`src/rtl/lvl_state_pkg.sv`:
```
// Shared definitions for the level-states BRAM: FSM encoding and entry packing.
// Used by lvl_state_writer and by the backtrack-level search that reads the entries.
package lvl_state_pkg;

  typedef enum logic [1:0] {
    ST_IDLE  = 2'd0,
    ST_PUSH  = 2'd1,
    ST_CLEAR = 2'd2,
    ST_DONE  = 2'd3
  } lvl_state_t;

  localparam int HAS_BKT_BIT = 0;
  localparam int BIN_OFS     = 1;

  // Entries are handled at 32 bits so any instance width can cast down.
  function automatic logic [31:0] pack_entry(input logic [31:0] bin, input logic has_bkt);
    return (bin << BIN_OFS) | {31'd0, has_bkt};
  endfunction

  function automatic logic [31:0] entry_bin(input logic [31:0] entry);
    return entry >> BIN_OFS;
  endfunction

  function automatic logic entry_has_bkt(input logic [31:0] entry);
    return entry[HAS_BKT_BIT];
  endfunction

endpackage

```
`src/rtl/lvl_state_writer.sv`:
```
// Write side of the level-states BRAM: records decisions, zeroes levels on backtrack.
// Define LVL_CLEAR_ON_BKT_EN to zero abandoned entries; otherwise backtrack only lowers top.
module lvl_state_writer
  import lvl_state_pkg::*;
#(
  parameter int WIDTH_LVL              = 16,
  parameter int WIDTH_BIN_ID           = 10,
  parameter int WIDTH_LVL_STATES       = 11,
  parameter int ADDR_WIDTH_LVLS_STATES = 9
) (
  input  logic                              clk,
  input  logic                              rst,
  input  logic                              start_push,
  input  logic [WIDTH_LVL-1:0]              push_lvl_i,
  input  logic [WIDTH_BIN_ID-1:0]           push_bin_i,
  input  logic                              start_clear,
  input  logic [WIDTH_LVL-1:0]              clear_lvl_i,
  output logic                              done_o,
  output logic                              busy_o,
  output logic                              apply_store_o,
  output logic                              overflow_o,
  output logic [WIDTH_LVL-1:0]              top_lvl_o,
  output logic                              ram_we_l_state_o,
  output logic [WIDTH_LVL_STATES-1:0]       ram_data_l_state_o,
  output logic [ADDR_WIDTH_LVLS_STATES-1:0] ram_addr_l_state_o
);

  lvl_state_t            state;
  logic [WIDTH_LVL-1:0]  push_lvl;
  logic [WIDTH_BIN_ID-1:0] push_bin;
  logic [WIDTH_LVL-1:0]  top_lvl;
  logic                  overflow;
  logic                  push_fits;
`ifdef LVL_CLEAR_ON_BKT_EN
  localparam logic [WIDTH_LVL-1:0] ONE = WIDTH_LVL'(1);
  logic [WIDTH_LVL-1:0]  cnt;
  logic [WIDTH_LVL-1:0]  clr_lvl;
`endif

  // Any set bit above the address field would alias onto a lower level.
  assign push_fits = (push_lvl >> ADDR_WIDTH_LVLS_STATES) == '0;

  // NOTE: all state updates use non-blocking assignments so every branch sees pre-edge values.
  always_ff @(posedge clk or negedge rst) begin
    if (!rst) begin
      state    <= ST_IDLE;
      push_lvl <= '0;
      push_bin <= '0;
      top_lvl  <= '0;
      overflow <= 1'b0;
`ifdef LVL_CLEAR_ON_BKT_EN
      cnt      <= '0;
      clr_lvl  <= '0;
`endif
    end else begin
      case (state)
        ST_IDLE: begin
          if (start_clear) begin
`ifdef LVL_CLEAR_ON_BKT_EN
            if (clear_lvl_i < top_lvl) begin
              state   <= ST_CLEAR;
              cnt     <= top_lvl;
              clr_lvl <= clear_lvl_i;
            end else begin
              state <= ST_DONE;
            end
`else
            if (clear_lvl_i < top_lvl) top_lvl <= clear_lvl_i;
            state <= ST_DONE;
`endif
          end else if (start_push) begin
            state    <= ST_PUSH;
            push_lvl <= push_lvl_i;
            push_bin <= push_bin_i;
          end
        end
        ST_PUSH: begin
          if (push_fits) top_lvl <= push_lvl;
          else           overflow <= 1'b1;
          state <= ST_DONE;
        end
`ifdef LVL_CLEAR_ON_BKT_EN
        ST_CLEAR: begin
          cnt <= cnt - ONE;
          // L+1 is the last level zeroed; root level 0 is therefore never touched.
          if (cnt == clr_lvl + ONE) begin
            top_lvl <= clr_lvl;
            state   <= ST_DONE;
          end
        end
`endif
        ST_DONE: state <= ST_IDLE;
        default: state <= ST_IDLE;
      endcase
    end
  end

  // Outputs decode registered state only, so they cannot glitch on input changes.
  always_comb begin
    // NOTE: every output gets a default first so no path infers a latch.
    ram_we_l_state_o   = 1'b0;
    ram_data_l_state_o = '0;
    ram_addr_l_state_o = '0;
    if (state == ST_PUSH && push_fits) begin
      ram_we_l_state_o   = 1'b1;
      ram_data_l_state_o = WIDTH_LVL_STATES'(pack_entry(32'(push_bin), 1'b0));
      ram_addr_l_state_o = ADDR_WIDTH_LVLS_STATES'(push_lvl);
    end
`ifdef LVL_CLEAR_ON_BKT_EN
    if (state == ST_CLEAR) begin
      ram_we_l_state_o   = 1'b1;
      ram_addr_l_state_o = ADDR_WIDTH_LVLS_STATES'(cnt);
    end
`endif
  end

  assign done_o        = (state == ST_DONE);
  assign busy_o        = (state != ST_IDLE);
  assign apply_store_o = (state == ST_PUSH) || (state == ST_CLEAR);
  assign overflow_o    = overflow;
  assign top_lvl_o     = top_lvl;

endmodule
```
`config.mk`:
```
export PLATFORM = sky130hd
export DESIGN_NAME = lvl_state_writer
export DESIGN_NICKNAME = d
export VERILOG_FILES = /design/src/rtl/lvl_state_pkg.sv /design/src/rtl/lvl_state_writer.sv
export SDC_FILE = /design/constraint.sdc
export NUM_CORES = 1
export LEC_CHECK = 0
export CAP_MARGIN = 20
export CORE_MARGIN = 4
export CORE_UTILIZATION = 42
export CTS_BUF_LIST = sky130_fd_sc_hd__clkbuf_16
export CTS_CLUSTER_DIAMETER = 200
export CTS_CLUSTER_SIZE = 12
export DETAILED_ROUTE_END_ITERATION = 8
export PLACE_DENSITY = 0.81
export SYNTH_ARGS = -nofsm -noshare
export SYNTH_HDL_FRONTEND = slang
export SYNTH_SLANG_ARGS = --single-unit
```
`constraint.sdc`:
```
create_clock -name clk -period 1.9 [get_ports clk]
set_input_delay 0.285 -clock clk [delete_from_list [all_inputs] [get_ports clk]]
set_output_delay 0.285 -clock clk [all_outputs]
set_load 0.02 [all_outputs]
```
# --- Yosys cells after proc, flatten, opt, wreduce, memory -nomap -nowiden ---
# Cells that the tools add are included.
totals:
  regBits: 45
  latchBits: 0
  ramBits: 0
  rom_bits: 0
  input_bits: 46
  out_inout_bits: 41
  memories: 0
classes:
  add_sub_neg: 0
  mul: 0
  div_mod_pow: 0
  magnitude_cmp: 1
  n_eq_ne: 7
  n_shift: 0
  muxes: 10
  n_bitwise: 2
  n_reduce_logical: 9
ops:
  columns: ["op", "count"]
  rows:
  - ["16-bit 2-to-1 mux", 3]
  - ["16-bit case mux with 2 select lines", 1]
  - ["16-bit logical NOT", 1]
  - ["16-bit less-than comparator", 1]
  - ["11-bit 2-to-1 mux", 1]
  - ["9-bit 2-to-1 mux", 1]
  - ["2-bit inequality test (second input constant)", 3]
  - ["2-bit equality test (second input constant)", 2]
  - ["2-bit 2-to-1 mux", 2]
  - ["2-bit case mux with 2 select lines", 1]
  - ["4-bit AND reduction", 1]
  - ["2-bit nonzero test", 2]
  - ["3-bit inequality test (second input constant)", 1]
  - ["3-bit AND reduction", 1]
  - ["2-bit by 1-bit equality test with 1-bit output (second input constant)", 1]
  - ["2-bit logical NOT", 1]
  - ["1-bit inverter", 2]
  - ["2-bit AND reduction", 1]
  - ["1-bit logical AND", 1]
  - ["1-bit logical OR", 1]
  - ["1-bit 2-to-1 mux", 1]

# --- Logic depth before layout (Yosys ltp) ---
logic_depth:
  word_depth: 4
  mapped_depth: 7
  ltp_nobuf: 7

# --- Worst setup path before layout ---
# Ideal clock, no wire load.
synth_timing:
  path_kind: "register to register"
  from: "register top_lvl[15] (netlist: top_lvl_o[15])"
  to: "register top_lvl[0] (netlist: top_lvl_o[0])"
  setup_time_ns: 0.126
  arrival_time_ns: 2.132
  required_ns: 1.774
  slack_ns: -0.358
  stages_incl_launch_ff: 8
  n_path_buf: 0
  period_less_slack_ns: 2.258
  cell_sequence: "dfrtp_1 inv_1 ha_1 nand4_1 nor4_1 a32o_1 nor3_2 a221o_1"
synth_between:
  elab_chain_len: 3
synth_rtl:
  columns: ["element", "line", "rtl"]
  rows:
  - ["from (decl)", "lvl_state_writer.sv:31", "logic [WIDTH_LVL-1:0] top_lvl;"]
  - ["from (signal assigned)", "lvl_state_writer.sv:68", "if (clear_lvl_i < top_lvl) top_lvl <= clear_lvl_i;"]
  - ["from (signal assigned)", "lvl_state_writer.sv:78", "if (push_fits) top_lvl <= push_lvl;"]
  - ["16-bit less-than comparator", "lvl_state_writer.sv:68", null]
  - ["2-bit inequality test (no line)", null, null]
  - ["4-bit AND reduction (no line)", null, null]
# No other way between the ends.
# A chain may end at the register's enable or synchronous reset.

# --- Final worst setup path ---
layout_timing:
  from: "register push_lvl[10]"
  to: "output ram_addr_l_state_o[3]"
layout_between:
  elab_chain_len: 3
layout_rtl:
  columns: ["element", "line", "rtl"]
  rows:
  - ["from (decl)", "lvl_state_writer.sv:29", "logic [WIDTH_LVL-1:0] push_lvl;"]
  - ["from (signal assigned)", "lvl_state_writer.sv:73", "push_lvl <= push_lvl_i;"]
  - ["16-bit logical NOT", "lvl_state_writer.sv:41", "assign push_fits = (push_lvl >> ADDR_WIDTH_LVLS_STATES) == '0;"]
  - ["1-bit logical AND", "lvl_state_writer.sv:104", "if (state == ST_PUSH && push_fits) begin"]
  - ["9-bit 2-to-1 mux", "lvl_state_writer.sv:104", null]
  - ["to (decl)", "lvl_state_writer.sv:25", "output logic [ADDR_WIDTH_LVLS_STATES-1:0] ram_addr_l_state_o"]
# No other way between the ends.

==> flow_summary.toml <==
[status]
status = "finished, violations left"
violations = "negative setup slack"

[critical_path]
end_kind = "primary output"
cp-start-kind = "register"
cp.arrival_ns = 1.97
critPathCapture = "ram_addr_l_state_o[3]"
critPathMaxStageDelay_ns = 0.56
r2r-start = "push_lvl[10]"
crit_fanout = 6
startpoint = "push_lvl[10]"
reg2reg_to = "top_lvl_o[9]"
crit_slowest_cell = "or4_4"
worst-r2r-cell-count = 6
reg2reg_setup_slack_ns = -0.34
required_ns = 1.62
crit_chain = "or4_4, nor4_4, buf_6, buf_6, and3_4, buf_6"
cpMostUsedCell = "buf_6"
criticalPathCategory = "reg -> out"

[floorplanning]
rows = 29
core_area_um2 = 6390
die_y_um = 89.1
die_w_um = 89.1
ios = 87
initial_utilization_pct = 43.3
dieArea_um2 = 7940

[pwr]
seq_power_share_pct = 27.9
leakage_nw = 2.06
pwr-share-comb_pct = 56.2
power.share.clock_pct = 16.0
vdd_drop_max_mv = 0.745
sw_frac_of_total_pct = 38.5
power_density_nw_per_um2 = 1350
internal-power_w = 0.00385
power_w = 0.00626
switching_power_w = 0.00241

[timing]
rsz0062_at_grt = "yes"
fin_crit_ns = 2.25
relSlewSlack_pct = 61.7
final.setup.tns_ns = -11.90
setup_violations = 37
slew_viol_final = 0
skew_ns = 0.00858
hold_viol_final = 0
worstMarginPinSlew_ns = 0.574
whs_ns = 0.491
final.period_utilization_pct = 119
final.setup.worst_slack_ns = -0.353
fmax_ghz = 0.444

[detailed_routing]
drtIter0Drc = 139
via_count = 2698
dr.pass1.iters = 4
drc = 0
routed_wl_um = 8340
wl_per_cell_um = 16.8
ant_nets = 0
routed_via_density = 5.42

[grt]
track_usage_pct = 21.7
antenna_found_initial = 0
grt_pass1_wl_um = 13200
grt_pass1_vias = 2809
overflow = 0
grt_max_degree = 27

[worst_hold_path]
hold_path_startpoint = "overflow_o"
hold_class = "reg -> reg"

[synth]
syn-num-nets = 344
synth_edf_count = 0
postSynthCellCount = 280
yosys-top-cells-area = "dfrtp_1, mux2_2, ha_1, inv_1, and3_1"
ys.warnings.count = 0
ys_seq_area_share_pct = 40.7
async_reset_ff_share_pct = 100
synth_common_cells = "dfrtp_1, inv_1, mux2_2"
synth_top_area_share_pct = 40.7
yosysTopAreaCell = "dfrtp_1"
synth_area_um2 = 2760
ys_ff_latch = 45
ys.flop_type = "dfrtp_1"
yosysMostFrequentCell = "dfrtp_1"
synthDistinctLibCells = 38
avgSynthCellArea_um2 = 9.87

[clocking]
h-tree-depth = 2
clkTransAtPathRegs_ns = 0.07
numClockSinks = 45
cts_tree = "done"
clk_path_buf_depth = 2
cts_buffers = 5
ctsRootBufferMaster = "clkbuf_16"
clk_latency_ns = 0.29

[layout]
diodes = 0
final_nets = 484
fillers = 456
layout-drive-gt1-share_pct = 39.7
utilization_pct = 72.7
multiInputGateArea_um2 = 1670
register_area_um2 = 1140
area_delta_synth_final_pct = 68.1
design_area_um2 = 4650

[placed_design]
port_buffers = 85
hpwl_um = 6130
dpl_cell_area_um2 = 4280
gp_congestion = 0.820

[run]
max_cap_viol_count = 0
how the worst min path moves through the flow:
stage          slack [ns]            to  depth (start not counted)
3_5_place_dp         0.30  top_lvl_o[9]                          1
2_1_floorplan       -0.01    overflow_o                          0
5_1_grt              0.52    overflow_o                          1
6_report             0.49    overflow_o                          1
4_1_cts              0.51    overflow_o                          1
3_3_place_gp         0.29  top_lvl_o[9]                          1
per-stage QoR:
| step | std cells | setup slack, ns |
|---|---|---|
| after floorplan | 280 | -0.185 |
| after global placement | 484 | -0.617 |
| after detailed placement | 484 | -0.621 |
| after CTS | 498 | -0.498 |
| after global routing | 498 | -0.440 |
| final | 498 | -0.353 |
power groups by stage:
| stage | Clock, W | Sequential, W | Combinational [W] |
|---|---|---|---|
| 6_report | 0.000999 | 0.00174 | 0.00352 |
| 5_1_grt | 0.00106 | 0.00181 | 0.00383 |
| 4_1_cts | 0.00102 | 0.00174 | 0.00344 |
| 3_5_place_dp | 0 | 0.00176 | 0.00335 |
| 3_3_place_gp | 0 | 0.00172 | 0.00323 |
| 2_1_floorplan | 0 | 0.00188 | 0.00166 |
cell type report:
cell class / count / area share [%]
inverter: 33 / 2.69
sequential: 45 / 24.5
clock buffer: 5 / 2.69
clock inverter: 3 / 0.943
multi-input combinational: 186 / 35.9
timing repair buffer: 149 / 31.3
tap: 77 / 2.07
worst max-delay path, delay by kind of cell (launching register included):
kind / cells / cell delay [ns]
DFF: 1 / 0.38
buffers and inverters: 3 / 0.38
and+or+nand+nor: 3 / 0.91
cell families after synthesis:
kind of cell | count (synthesis) | share of synthesized area (%)
DFF | 45 | 40.7
buffers and inverters | 49 | 7.24
AOI/OAI and AO/OA | 61 | 17.3
adders and majority gates | 18 | 8.15
and+or+nand+nor | 80 | 15.8
muxes | 26 | 10.6
other | 1 | 0.136
metal layers:
layer / part of all wire (%) / wire length [µm] / GRT usage [%] / vias to the layer above
met2: 52 / 4310 / 38.1 / 90
met4: 1.2 / 97 / 5.82 / 0
met3: 7.3 / 606 / 6.36 / 11
li1: - / - / - / 1301
met1: 40 / 3330 / 25.9 / 1296
met5: 0 / 0 / 0 / -
repair_timing:
item                                    CTS  global route
endpoints found under the setup margin   38            42
pin swaps                                 8             9
cloned                                    1             0
resized for setup                       127            16
hold endpoints to repair                 17             0
setup buffers                             4             1
hold buffers                              1             0
registers in the layout (all words and copies together), names as in the netlist:
register    count
top_lvl_o      16
push_bin       10
state           2
push_lvl       16
overflow_o      1
cell usage in the layout, fill, tap and decap left out, types with 5 or more instances in the layout:
master	synthesis	final
nand2_1	16	16
a21boi_1	9	9
ha_1	18	13
mux2_2	26	26
nand3_1	18	18
o31ai_1	7	6
a221o_1	9	9
a21oi_1	8	8
inv_1	32	32
dfrtp_2	0	8
clkbuf_16	0	5
buf_4	1	52
and3_4	0	19
buf_12	0	6
nor4_1	8	6
buf_6	1	25
o21ai_0	13	12
dfrtp_1	45	37
clkdlybuf4s50_1	0	59
Power figures use the tool's default switching activity.
==> RTL change: new RTL, same settings <==
Register the inputs `start_push`, `push_lvl_i`, `push_bin_i` and `start_clear` before use, without a reset. The logic sees them one clock later. The other inputs are not delayed to match.
--- a/src/rtl/lvl_state_writer.sv
+++ b/src/rtl/lvl_state_writer.sv
@@ -26,2 +26,14 @@
 );
+
+  logic start_push_q;
+  logic [WIDTH_LVL-1:0] push_lvl_q;
+  logic [WIDTH_BIN_ID-1:0] push_bin_q;
+  logic start_clear_q;
+
+  always_ff @(posedge clk) begin
+    start_push_q  <= start_push;
+    push_lvl_q    <= push_lvl_i;
+    push_bin_q    <= push_bin_i;
+    start_clear_q <= start_clear;
+  end
 
@@ -57,3 +69,3 @@
         ST_IDLE: begin
-          if (start_clear) begin
+          if (start_clear_q) begin
 `ifdef LVL_CLEAR_ON_BKT_EN
@@ -70,6 +82,6 @@
 `endif
-          end else if (start_push) begin
+          end else if (start_push_q) begin
             state    <= ST_PUSH;
-            push_lvl <= push_lvl_i;
-            push_bin <= push_bin_i;
+            push_lvl <= push_lvl_q;
+            push_bin <= push_bin_q;
           end
Formal check against the unedited RTL: not equivalent (a bounded check fails within 4 cycles, from zero or initial values and one cycle with rst low).
==> RTL change against the unedited design <==
  * The flow still finishes with violations (negative setup slack)
  * Sequential power is 39% higher
  * Worst setup slack worse by 0.020 ns
  * Wire length is 1.1% lower
  * Sequential cell count is 28 higher
  * Total power is 22% higher
  * Final area is 8.6% higher
  * Clock skew is 0.0021 ns lower
  * Fmax is 0.89% lower
  * Worst hold slack worse by 0.094 ns
  * Synthesized area is 13% higher
==> RTL change: results (changes against the unedited design) <==
CP Max Fanout=5 (-1); Final Worst Setup Slack=-0.373 ns (-0.0201 ns); Endpoint, Worst Hold=push_lvl_q[6]$_DFF_P_; met2 track demand over resource=0.329 (-0.0519); Total Routing Usage GR=0.186 (-0.0312); delay-heaviest family, CP=compound AO/OA/AOI/OAI gates; total CTS buffers=9 (+4); share of cells above drive strength 1=0.394 (-0.00288); Area contributors post-synth=dfrtp_1, dfxtp_1, mux2_2; failing checks=negative setup slack; net switching power=2.56 mW (+6.3%); R2R cell count=8 (+2); Clock Skew=0.00649 ns (-0.00209 ns); critical path arrival=2.48 ns (+0.51 ns); worst reg2reg endpoint=top_lvl_o[3]$_DFFE_PN0P_; setup TNS=-9.47 ns (+2.43 ns); syn_nets=339 (-1.5%); CP max stage delay=0.41 ns (-0.15 ns); Inst Count DP=494 (+2.1%); ys async rst share=0.616 (-0.384); Post-Synth Adder-Cell Area=0.0721 (-0.00934); met1 usage=0.221 (-0.0384); Clock Latency Late Sink=0.33 ns (+0.04 ns); Combinational Power Share=0.446 (-0.116); HPWL after DPL=5560 um (-9.4%); status=finished, violations left; vias in the first global route=2718 (-3.2%); Place WS=-0.731 ns (-0.110 ns); worst vdd ir=839 uV (+13%); first-pass GRT wire length=12700 um (-4.2%); GP Congestion=0.802 (-2.2%); worst hold slack=0.397 ns (-0.0936 ns); leakage=2.25 nW (+9.3%); M3 GR Usage=0.0505 (-0.0131); pwr dens=1510 nW/um2 (+12%); fin nets=478 (-1.2%); final setup vio count=36 (-2.7%); H-tree Lvls=3 (+1); count of cell types in the netlist=31 (-18%); Synth Area in Compound Gates=0.111 (-0.0628); normalized max-slew margin=0.614 (-0.00376); top cells by count, synth=dfrtp_1, dfxtp_1, mux2_2; R2R Path Start=top_lvl_o[10]$_DFFE_PN0P_; Placement Cell Area=4480 um2 (+4.7%); WL final=8250 um (-1.1%); vias per cell=4.98 (-8.1%); Hold Crit Class=in -> reg; Power Clock=1.80 mW (+80%); pin count of the biggest net entering global routing=32 (+19%); Crit-path slowest cell=dfrtp_2; number of DRC markers in iteration 0=104 (-25%)
==> RTL change: cell count changes after synthesis, sizes merged, moves of 9 or more <==
cell    change
dfxtp      +28
and2       +22
and3       -18
inv        -14
a21boi      -9
a21oi       +9
==> RTL change: layout make-up <==
type	count	area, um2
Fill cell	525	2210
Sequential cell	73	1700
Multi-Input combinational cell	172	1460
Timing Repair Buffer	140	1380
Clock buffer	9	225
Tap cell	99	124
Clock inverter	7	91.3
Inverter	18	67.6
==> RTL change: timing repair <==
action / in CTS / in global routing
endpoints found under the setup margin: 46 / 63
pin swaps: 4 / 7
gates resized for setup: 143 / 21
setup buffers: 2 / 0
endpoints found under the hold margin: 22 / 0
gates cloned: 2 / 3
hold buffers: 1 / 0
==> RTL change: worst max-delay path by stage <==
stage,depth (start not counted),from,slack [ns],end
after floorplan,9,top_lvl_o[10]$_DFFE_PN0P_,-0.47,top_lvl_o[0]$_DFFE_PN0P_
after global routing,8,top_lvl_o[9]$_DFFE_PN0P_,-0.44,top_lvl_o[2]$_DFFE_PN0P_
final,8,top_lvl_o[10]$_DFFE_PN0P_,-0.37,top_lvl_o[3]$_DFFE_PN0P_
after detailed placement,8,clear_lvl_i[10],-0.73,top_lvl_o[11]$_DFFE_PN0P_
after CTS,8,top_lvl_o[9]$_DFFE_PN0P_,-0.37,top_lvl_o[3]$_DFFE_PN0P_
after global placement,8,clear_lvl_i[10],-0.67,top_lvl_o[6]$_DFFE_PN0P_
==> RTL change: cell families (layout without fill, tap and decap cells) <==
logic type	after synthesis	count (layout)
and+or+nand+nor	77	78
DFF	73	73
AOI/OAI and AO/OA	49	49
buffers and inverters	31	174
muxes	26	26
adders and majority gates	18	18
other	1	1
